===== config.mk =====
export PLATFORM = sky130hd
export DESIGN_NAME = alu_status_register
export DESIGN_NICKNAME = d
export VERILOG_FILES = /design/src/rtl/alu_pkg.sv /design/src/rtl/alu_status_register_sat_counter.sv /design/src/rtl/alu_status_register.sv
export SDC_FILE = /design/constraint.sdc
export NUM_CORES = 1
export LEC_CHECK = 0
export CAP_MARGIN = 40
export CORE_MARGIN = 3
export CORE_UTILIZATION = 42
export DETAILED_ROUTE_END_ITERATION = 8
export GPL_ROUTABILITY_DRIVEN = 0
export PLACE_DENSITY = 0.76
export SKIP_LAST_GASP = 1
export SYNTH_ARGS = -nofsm -noshare
export SYNTH_HDL_FRONTEND = slang
export SYNTH_SLANG_ARGS = --single-unit

===== constraint.sdc =====
create_clock -name clk -period 2.2 [get_ports clk]
set_input_delay 0.55 -clock clk [delete_from_list [all_inputs] [get_ports clk]]
set_output_delay 0.55 -clock clk [all_outputs]
set_load 0.005 [all_outputs]

===== src/rtl/alu_pkg.sv =====
// Shared opcode, flag-index and flag-vector definitions for the ALU output stage.
package alu_pkg;

  localparam logic [3:0] ALU_ADD = 4'b0000;
  localparam logic [3:0] ALU_SUB = 4'b0001;
  localparam logic [3:0] ALU_MUL = 4'b0010;

  // Bit positions inside a packed {N,Z,C,V} flag vector.
  localparam int FLAG_V = 0;
  localparam int FLAG_C = 1;
  localparam int FLAG_Z = 2;
  localparam int FLAG_N = 3;

  typedef logic [3:0] flags_t;

  typedef enum logic {
    ST_EMPTY = 1'b0,
    ST_FULL  = 1'b1
  } slot_state_t;

  function automatic flags_t pack_flags(input logic n, input logic z,
                                        input logic c, input logic v);
    flags_t f;
    f         = '0;
    f[FLAG_N] = n;
    f[FLAG_Z] = z;
    f[FLAG_C] = c;
    f[FLAG_V] = v;
    return f;
  endfunction

endpackage


===== src/rtl/alu_status_register_sat_counter.sv =====
// Up-counter that sticks at its all-ones value instead of wrapping.
module sat_counter #(
  parameter int W = 8
) (
  input  logic         clk,
  input  logic         rst,
  input  logic         inc,
  output logic [W-1:0] count
);

  localparam logic [W-1:0] MAX_VAL = '1;

  logic [W-1:0] count_q;
  logic [W-1:0] count_d;

  function automatic logic [W-1:0] sat_inc(input logic [W-1:0] val);
    return (val == MAX_VAL) ? val : val + 1'b1;
  endfunction

  always_comb begin
    count_d = count_q;
    if (inc) begin
      count_d = sat_inc(count_q);
    end
  end

  always_ff @(posedge clk) begin
    if (rst) begin
      count_q <= '0;
    end else begin
      count_q <= count_d;
    end
  end

  assign count = count_q;

endmodule


===== src/rtl/alu_status_register.sv =====
// One-entry registered slot for ALU result/opcode/flags with pass-through ready,
// plus sticky flag accumulation and saturating operation/exception counters.
module alu_status_register
  import alu_pkg::*;
#(
  parameter int M  = 4,
  parameter int CW = 8
) (
  input  logic          clk,
  input  logic          rst,
  input  logic          in_valid,
  output logic          in_ready,
  input  logic [M-1:0]  Q,
  input  logic [3:0]    ALUControl,
  input  logic          Z,
  input  logic          N,
  input  logic          V,
  input  logic          C,
  output logic          out_valid,
  input  logic          out_ready,
  output logic [M-1:0]  out_result,
  output logic [3:0]    out_op,
  output logic [3:0]    out_flags,
  input  logic          sticky_clr,
  output logic [3:0]    sticky_flags,
  output logic [CW-1:0] op_count,
  output logic [CW-1:0] exc_count
);

  slot_state_t state_q;
  slot_state_t state_d;

  logic [M-1:0] result_q;
  logic [3:0]   op_q;
  flags_t       flags_q;
  flags_t       sticky_q;
  flags_t       sticky_d;
  flags_t       flags_in;

  logic accept;
  logic drain;
  logic load;

  assign flags_in = pack_flags(N, Z, C, V);

  // Ready passes straight through from the consumer so a full slot can be
  // replaced in the same cycle it drains.
  assign in_ready = (state_q == ST_EMPTY) | out_ready;
  assign accept   = in_valid & in_ready;
  assign drain    = (state_q == ST_FULL) & out_ready;

  always_comb begin
    state_d = state_q;
    load    = 1'b0;
    case (state_q)
      ST_EMPTY: begin
        if (accept) begin
          state_d = ST_FULL;
          load    = 1'b1;
        end
      end
      ST_FULL: begin
        if (accept) begin
          load = 1'b1;
        end else if (drain) begin
          state_d = ST_EMPTY;
        end
      end
      default: state_d = ST_EMPTY;
    endcase
  end

  always_ff @(posedge clk) begin
    if (rst) begin
      state_q <= ST_EMPTY;
    end else begin
      state_q <= state_d;
    end
  end

  always_ff @(posedge clk) begin
    if (rst) begin
      result_q <= '0;
      op_q     <= '0;
      flags_q  <= '0;
    end else if (load) begin
      result_q <= Q;
      op_q     <= ALUControl;
      flags_q  <= flags_in;
    end
  end

  // Clear is applied before the OR so flags captured alongside a clear survive.
  always_comb begin
    sticky_d = (sticky_clr ? flags_t'('0) : sticky_q) |
               (accept ? flags_in : flags_t'('0));
  end

  always_ff @(posedge clk) begin
    if (rst) begin
      sticky_q <= '0;
    end else begin
      sticky_q <= sticky_d;
    end
  end

  sat_counter #(.W(CW)) u_op_cnt (
    .clk   (clk),
    .rst   (rst),
    .inc   (accept),
    .count (op_count)
  );

  sat_counter #(.W(CW)) u_exc_cnt (
    .clk   (clk),
    .rst   (rst),
    .inc   (accept & (V | C)),
    .count (exc_count)
  );

  assign out_valid    = (state_q == ST_FULL);
  assign out_result   = result_q;
  assign out_op       = op_q;
  assign out_flags    = flags_q;
  assign sticky_flags = sticky_q;

endmodule

# After elaboration in Yosys (flattened, before gate mapping)
# Cells that the tools add are included.
[word_totals] out_inout_bits=34 mem_bits_ro=0 latchBits=0 in_bits=17 reg_bits=33 mem_count=0 ram_bits=0
[classes] n_shift=0 n_addsub=2 eq_ne=2 n_reduce_logical=2 bitwise=9 n_mul=0 div=0 n_lt_le_gt_ge=0 n_mux=6
[op_table] cell="8-bit by 1-bit adder with 8-bit output, second input constant" n=2
[op_table] cell="8-bit == test, second input constant" n=2
[op_table] cell="4-bit two-way mux" n=2
[op_table] cell="4-bit bitwise OR" n=1
[op_table] cell="2-bit AND reduction" n=2
[op_table] cell="1-bit AND" n=3
[op_table] cell="1-bit two-way mux" n=3
[op_table] cell="1-bit NOT" n=3
[op_table] cell="1-bit bitwise OR" n=2
[op_table] cell="1-bit one-hot mux with 2 select lines" n=1

# Logic depth before layout (Yosys ltp)
# Gate-level depths: netlist of the first run.
[logic_depth] word_depth=5 mapped_depth=6 ltp_nobuf=5

# Hierarchy
# Synthesis of the first run repeated with hierarchy kept, for this count alone.
[hier_totals] cells_unflattened=163 hier_area_um2=1552.7
[modules_own_cells] module="sat_counter" seq_area_each_um2=160.2 cells_each=45 n_inst=2 area_per_inst_um2=440.4
[modules_own_cells] module="alu_status_register" seq_area_each_um2=340.3 cells_each=73 n_inst=1 area_per_inst_um2=671.9

# Worst setup path before layout of the first run
# No wires, ideal clock.
[synth_path] path_type="register to register" from="reg u_op_cnt.count_q[0] (netlist: u_op_cnt.count[0])" to="reg u_op_cnt.count_q[3] (netlist: u_op_cnt.count[3])" arrival_ns=1.613 t_required_ns=2.130 path_buffers=0 slack_ns=0.516 stages_incl_launch_ff=6 synth_period_minus_slack_ns=1.684 path_cell_list="dfxtp_1 -> ha_1 -> and4_4 -> a221o_1 -> or3_1 -> a21oi_1"
[synth_between] elab_chain_len=3 elab_cells_between_ends=4 cone_classes="add/sub (1); eq/ne (1); bitwise (1); reduce/logical (1)"
[synth_lines] element="from (decl)" line_no="alu_status_register_sat_counter.sv:13" text="logic [W-1:0] count_q;"
[synth_lines] element="from (signal assigned)" line_no="alu_status_register_sat_counter.sv:31" text="count_q <= count_d;"
[synth_lines] element="branches (longest 3 deep; another with 8-bit by 1-bit adder with 8-bit output)"
# Several ways; the timed one is not identified.
# A chain may end at the register's enable or synchronous reset.

# Worst setup path in the final report of the first run
[layout_path] from="in out_ready" to="out in_ready"
[layout_between] elab_chain_len=1
[layout_lines] element="from (decl)" line_no="alu_status_register.sv:20" text="input logic out_ready,"
[layout_lines] element="1-bit bitwise OR" line_no="alu_status_register.sv:48" text="assign in_ready = (state_q == ST_EMPTY) | out_ready;"
[layout_lines] element="to (decl)" line_no="alu_status_register.sv:12" text="output logic in_ready,"
# Every way passes these cells.

==> run metrics, run 1 <==
largest net degree at the start of global routing 22; CTS tree done; pin slew with the least headroom to its limit 0.3817 ns; Multi-input gate area 680.7 µm²; fraction of layout cells with a size suffix above 1 0.1200; CTS Root Cell clkbuf_4; final instance area 2048 µm²; crit-path max cell delay 0.42 ns; Worst Setup End Kind output port; global route overflow 0; Reg2Reg Depth 5; via count 1393; die width 63.64 µm; Clock transition at path regs 0.10 ns; Routed Antenna Nets 0; max-slew violations 0; Final #Nets 243; wire per inst 13.17 µm; slowest CP cell clkdlybuf4s50_1; port buffer count 50; pwr/cell area 556.4 nW/µm²; area leader, netlist dfxtp_1; DRT iter0 DRCs 67; CP Launch Type input pin; Post-CTS Resized 1; hold path depth 2; crit path max fanout 2; vias in the first global route 1320; CTS sink cnt 33; Die Y 63.64 µm; maximum clock path buffer count 2; Initial Utilization 0.4496; leakage 0.7465 nW; Slew headroom 0.7449; global-route wire length before repair 5892 µm; fillcell total 306; initial antenna violation count 0; dpl ws 0.01220 ns; worst skew pair latency 0.34 ns; max-cap viol count 0; post-synthesis register bit count 33; sequential cell area 660.6 µm²; CP Cell Sequence clkdlybuf4s50_1 > nand2b_1 > dlygate4sd2_1; Pwr Total 1.140 mW; non-filler cells, final 269; # DRC 0; Max Clock Freq 0.5143 GHz; unrepaired setup endpoints after global routing no; Ant. Diodes 0; Yosys cell types 36; Fin Hold WS 0.4636 ns; Mapped Cells 164; post-CTS setup buffer count 0; Ys Warns 0; Post-DP Area 1994 µm²; Post-synth top flop dfxtp_1; # rows 20; status completed; Syn Nets 183; Critical Path RT 1.65 ns; crit path kind input pin to output port; area of the die 4049 µm²; post-DP HPWL 2686 µm; Mapped Area 1395 µm²; minimum clock period 1.944 ns; Worst Skew 0.01033 ns; gr usage total 0.1837; Synth area leaders dfxtp_1, a21oi_1, nand2_1, nand2b_1, nand4_1; hold-fix buffers at CTS 0; CTS H-tree depth 2; final worst slack 0.2557 ns; Synth top area share 0.4735; # IOs 51; EDFF count, synth 0; drt total wl 3542 µm; maximum vdd drop 0.3204 mV; Placed Cells incl. Taps 261; syn_area_per_cell 8.507 µm²; post-DR vias/cell 5.178; Core Region 3103 µm²; Post-synth ARST share 0; final worst path period share 0.8838; Area growth syn-to-layout 46.82%; class of the worst hold path register to register; register area share after synthesis 0.4735; Inserted Clock Buffers 5; CP arrival 1.39 ns; 1st-pass router iterations 5; Final Hold Fails 0; final setup fails 0
-- metrics by stage --
stage | TNS, ns | util
floorplan | 0 | -
CTS | 0 | 0.6601
global placement | -0.00001332 | 0.6427
detailed placement | 0 | 0.6427
finish | 0 | 0.6601
global route | 0 | 0.6601
-- cells in the final DEF (no fill, tap or decap), types with 2 or more instances in the layout --
cell and instances:
clkdlybuf4s50_1 49, dfxtp_1 33, nand2_1 28, a21oi_1 24
buf_4 10, nor2_1 9, nand2b_1 6, nand4_1 6
nand3_1 6, inv_1 5, clkbuf_4 5, o21ai_0 4
mux2i_1 3, a311oi_1 3, a41oi_1 2, or3_1 2
a31oi_1 2, nor2b_1 2, mux2_2 2, nor4_1 2
a211oi_1 2, ha_1 2, clkinv_2 2
-- where the power goes --
group          leakage (nW)  internal [mW]  switching (mW)  total [mW]
clock                0.0310          0.120           0.208       0.328
combinational         0.446          0.101          0.0689       0.170
sequential            0.270          0.622          0.0194       0.641
total                 0.746          0.843           0.296        1.14
-- final cells by class --
| type | count | share of cell area |
|---|---|---|
| multi-input cells | 118 | 0.3323 |
| flip-flops and latches | 33 | 0.3225 |
| repair buffers | 60 | 0.2804 |
| well taps | 44 | 0.02688 |
| clock buffers | 5 | 0.01833 |
| inverters | 6 | 0.01100 |
| clock inverters | 3 | 0.008552 |
-- Yosys cell counts, types with 2 or more instances --
cell type,number
a211oi_1,2
a21oi_1,24
a311oi_1,3
a31oi_1,2
a41oi_1,2
clkbuf_1,5
dfxtp_1,33
ha_1,2
inv_1,5
mux2_2,2
mux2i_1,3
nand2_1,28
nand2b_1,6
nand3_1,6
nand4_1,6
nor2_1,9
nor2b_1,2
nor4_1,2
o21ai_0,4
or3_1,2
-- metal layers --
layer	routed length, µm	vias up	part of all wire	track usage
li1	-	703	-	-
met1	1528	637	0.43	0.1963
met2	1711	45	0.48	0.3194
met3	250	8	0.071	0.07843
met4	51	0	0.014	0.06739
met5	0	-	0	0
-- logic make-up (layout without fill, tap and decap cells) --
| group | Yosys count | in the layout | share of synthesized area |
|---|---|---|---|
| adders and majority gates | 2 | 2 | 0.01793 |
| DFF | 33 | 33 | 0.4735 |
| buffers and inverters | 13 | 74 | 0.03856 |
| xor gates and xnor gates | 1 | 1 | 0.006279 |
| AOI/OAI and AO/OA | 41 | 41 | 0.1767 |
| muxes | 5 | 5 | 0.03767 |
| and+or+nand+nor | 69 | 69 | 0.2493 |
-- path summary, 6_finish.rpt --
path / from / to / slack, ns
worst max-delay path: out_ready / in_ready / 0.26
worst min-delay path: out_op[1] / out_op[1] / 0.46
worst max register to register: u_op_cnt.count[0] / u_op_cnt.count[3] / 0.44
worst min register to register: out_op[1] / out_op[1] / 0.46
-- state kept, by name (all words and copies together) (netlist names) --
signal and flops:
out_flags 4, out_op 4, out_result 4, out_valid 1, sticky_flags 4, u_exc_cnt.count 8, u_op_cnt.count 8
-- worst max-delay path: cells and delay by family --
| kind | cells | cell delay [ns] |
|---|---|---|
| and+or+nand+nor | 1 | 0.16 |
| buffers and inverters | 2 | 0.69 |
No activity file was read; power rests on OpenSTA's default activity.
==> inputs of run 2 (changes only) <==
CORE_MARGIN = default   (was 3)
CTS_CLUSTER_DIAMETER = 120   (was default)
RECOVER_POWER = 100   (was default)
==> run 2 against run 1 <==
Net effect: sequential power hardly changed; critical path depth is 2 lower; sequential share of layout area is 0.24 points higher; count of clock-buffer cells in the layout is 2 higher; highest routed layer unchanged; critical endpoint is now op_count[2].
==> run metrics, run 2 (same netlist as run 1, synthesis figures left out) <==
status completed; Critical Path RT 1.65 ns (about the same); sw frac 0.2424 (-0.01770); slowest CP cell dlygate4sd3_1; Initial Utilization 0.4496 (unchanged); post-CTS setup buffer count 0 (unchanged); gr usage total 0.2078 (+0.02405); Core Region 3103 µm² (unchanged); Die Y 59.64 µm (-6.3%); maximum clock path buffer count 2 (unchanged); minimum clock period 1.949 ns (+0.004850 ns); vias in the first global route 1211 (-8.3%); post-DR vias/cell 5.112 (-1.3%); unrepaired setup endpoints after global routing no; final setup fails 0 (unchanged); crit-path max cell delay 0.61 ns (+0.19 ns); Int Pwr 0.8934 mW (+5.9%); maximum vdd drop 0.3487 mV (+8.8%); Slew headroom 0.6746 (-0.07029); Worst Setup End Kind output port; hold-fix buffers at CTS 0 (unchanged); CP arrival 1.40 ns (about the same); most common cell after layout, fill and taps aside dlygate4sd3_1; CTS H-tree depth 2 (unchanged); leakage 0.8362 nW (+12%); crit path from u_op_cnt.count[2]; Crit path depth 1 (-2); CTS tree done; # rows 20 (unchanged); clock power share 0.327 (+0.039); Pwr Total 1.179 mW (+3.5%); pwr/cell area 580.0 nW/µm² (+4.2%); DRT iter0 DRCs 70 (+4.5%); post-DP HPWL 2498 µm (-7.0%); FF-to-FF setup slack 0.43 ns (about the same); Max Clock Freq 0.5131 GHz (-0.25%); # DRC 0 (unchanged); Post-DP Area 1994 µm² (unchanged); FF-to-FF End u_op_cnt.count[3]; Reg2Reg Depth 5 (unchanged); via count 1375 (-1.3%); worst setup path endpoint op_count[2]; launching point of the worst reg2reg path u_op_cnt.count[0]; Top Family by Delay on Critical Path buffers and inverters; area of the die 3556 µm² (-12%); pin slew with the least headroom to its limit 0.4880 ns (+0.1064 ns); crit path kind register to output port; Inserted Clock Buffers 5 (unchanged); Sequential Power Share 0.542 (-0.021); CP Cell Sequence dlygate4sd3_1; worst skew pair latency 0.34 ns (about the same); wire per inst 12.46 µm (-5.4%); final worst path period share 0.8860 (+0.002205); initial antenna violation count 0 (unchanged); leading cell types in the layout, fill and taps excluded dlygate4sd3_1, dfxtp_1, nand2_1; CTS sink cnt 33 (unchanged); Psw 0.2858 mW (-3.6%); Clock transition at path regs 0.09 ns (about the same); Final Hold Fails 0 (unchanged); fraction of layout cells with a size suffix above 1 0.08000 (-0.04000); CP Launch Type register; crit path max fanout 8 (+6); dpl ws 0.01513 ns (+0.002934 ns); combinational share of power 0.131 (-0.018); global-route wire length before repair 5423 µm (-8.0%); Worst Skew 0.009710 ns (-0.0006191 ns); class of the worst hold path register to register; global route overflow 0 (unchanged); Routed Antenna Nets 0 (unchanged); Final #Nets 243 (unchanged); largest net degree at the start of global routing 17 (-23%); port buffer count 50 (unchanged); drt total wl 3352 µm (-5.4%); final instance area 2033 µm² (-0.73%); final worst slack 0.2509 ns (-0.004850 ns); non-filler cells, final 269 (unchanged); Placed Cells incl. Taps 261 (unchanged); setup TNS 0 ns (unchanged); die width 59.64 µm (-6.3%); CTS Root Cell clkbuf_4; # IOs 51 (unchanged); 1st-pass router iterations 4 (-1); max-cap viol count 0 (unchanged); Area growth syn-to-layout 45.74%; max-slew violations 0 (unchanged); Ant. Diodes 0 (unchanged); worst path bufs/invs 1 (-1)
[run 2: stage by stage]
stage	hold WS (ns)	util
after floorplan	0.4527	-
after global placement	0.4430	0.6427
after detailed placement	0.4479	0.6427
after CTS	0.4615	0.6649
after global routing	0.4843	0.6552
final	0.4545	0.6552
[run 2: final cells by class]
| type | count | area (µm²) |
|---|---|---|
| Tap cell | 44 | 55.05 |
| Sequential cell | 33 | 660.6 |
| Multi-Input combinational cell | 118 | 669.4 |
| Clock inverter | 1 | 5.005 |
| Inverter | 6 | 22.52 |
| Clock buffer | 7 | 65.06 |
| Fill cell | 315 | 1070 |
| Timing Repair Buffer | 60 | 555.5 |
[run 2: worst min-delay path by stage]
stage | from | endpoint | slack (ns) | cells after the start
after floorplan | out_flags[0] | out_flags[0] | 0.45 | 2
after global placement | out_op[3] | out_op[3] | 0.44 | 2
after detailed placement | out_result[1] | out_result[1] | 0.45 | 2
after CTS | out_result[1] | out_result[1] | 0.46 | 2
after global routing | out_flags[2] | out_flags[2] | 0.48 | 2
final | out_result[1] | out_result[1] | 0.45 | 2
[run 2: layer usage]
| metal | GRT usage | share of wire | up-vias | wire, µm |
|---|---|---|---|---|
| met4 | 0.07973 | 0.015 | 0 | 49 |
| met2 | 0.3371 | 0.47 | 51 | 1590 |
| li1 | - | - | 703 | - |
| met5 | 0 | 0 | - | 0 |
| met3 | 0.06332 | 0.068 | 7 | 229 |
| met1 | 0.2585 | 0.44 | 614 | 1483 |
[run 2: power by group through the flow]
stage	Clock (mW)	Combinational (mW)	Sequential [mW]
after floorplan	0	0.0621	0.655
after global placement	0	0.167	0.653
after detailed placement	0	0.171	0.655
after CTS	0.395	0.172	0.641
after global routing	0.421	0.171	0.643
final	0.385	0.154	0.639
[run 2: timing repair]
action                                 in CTS  in global routing
setup endpoints to repair                   1                  0
gates resized for setup                     1                  0
endpoints found under the hold margin       0                  0
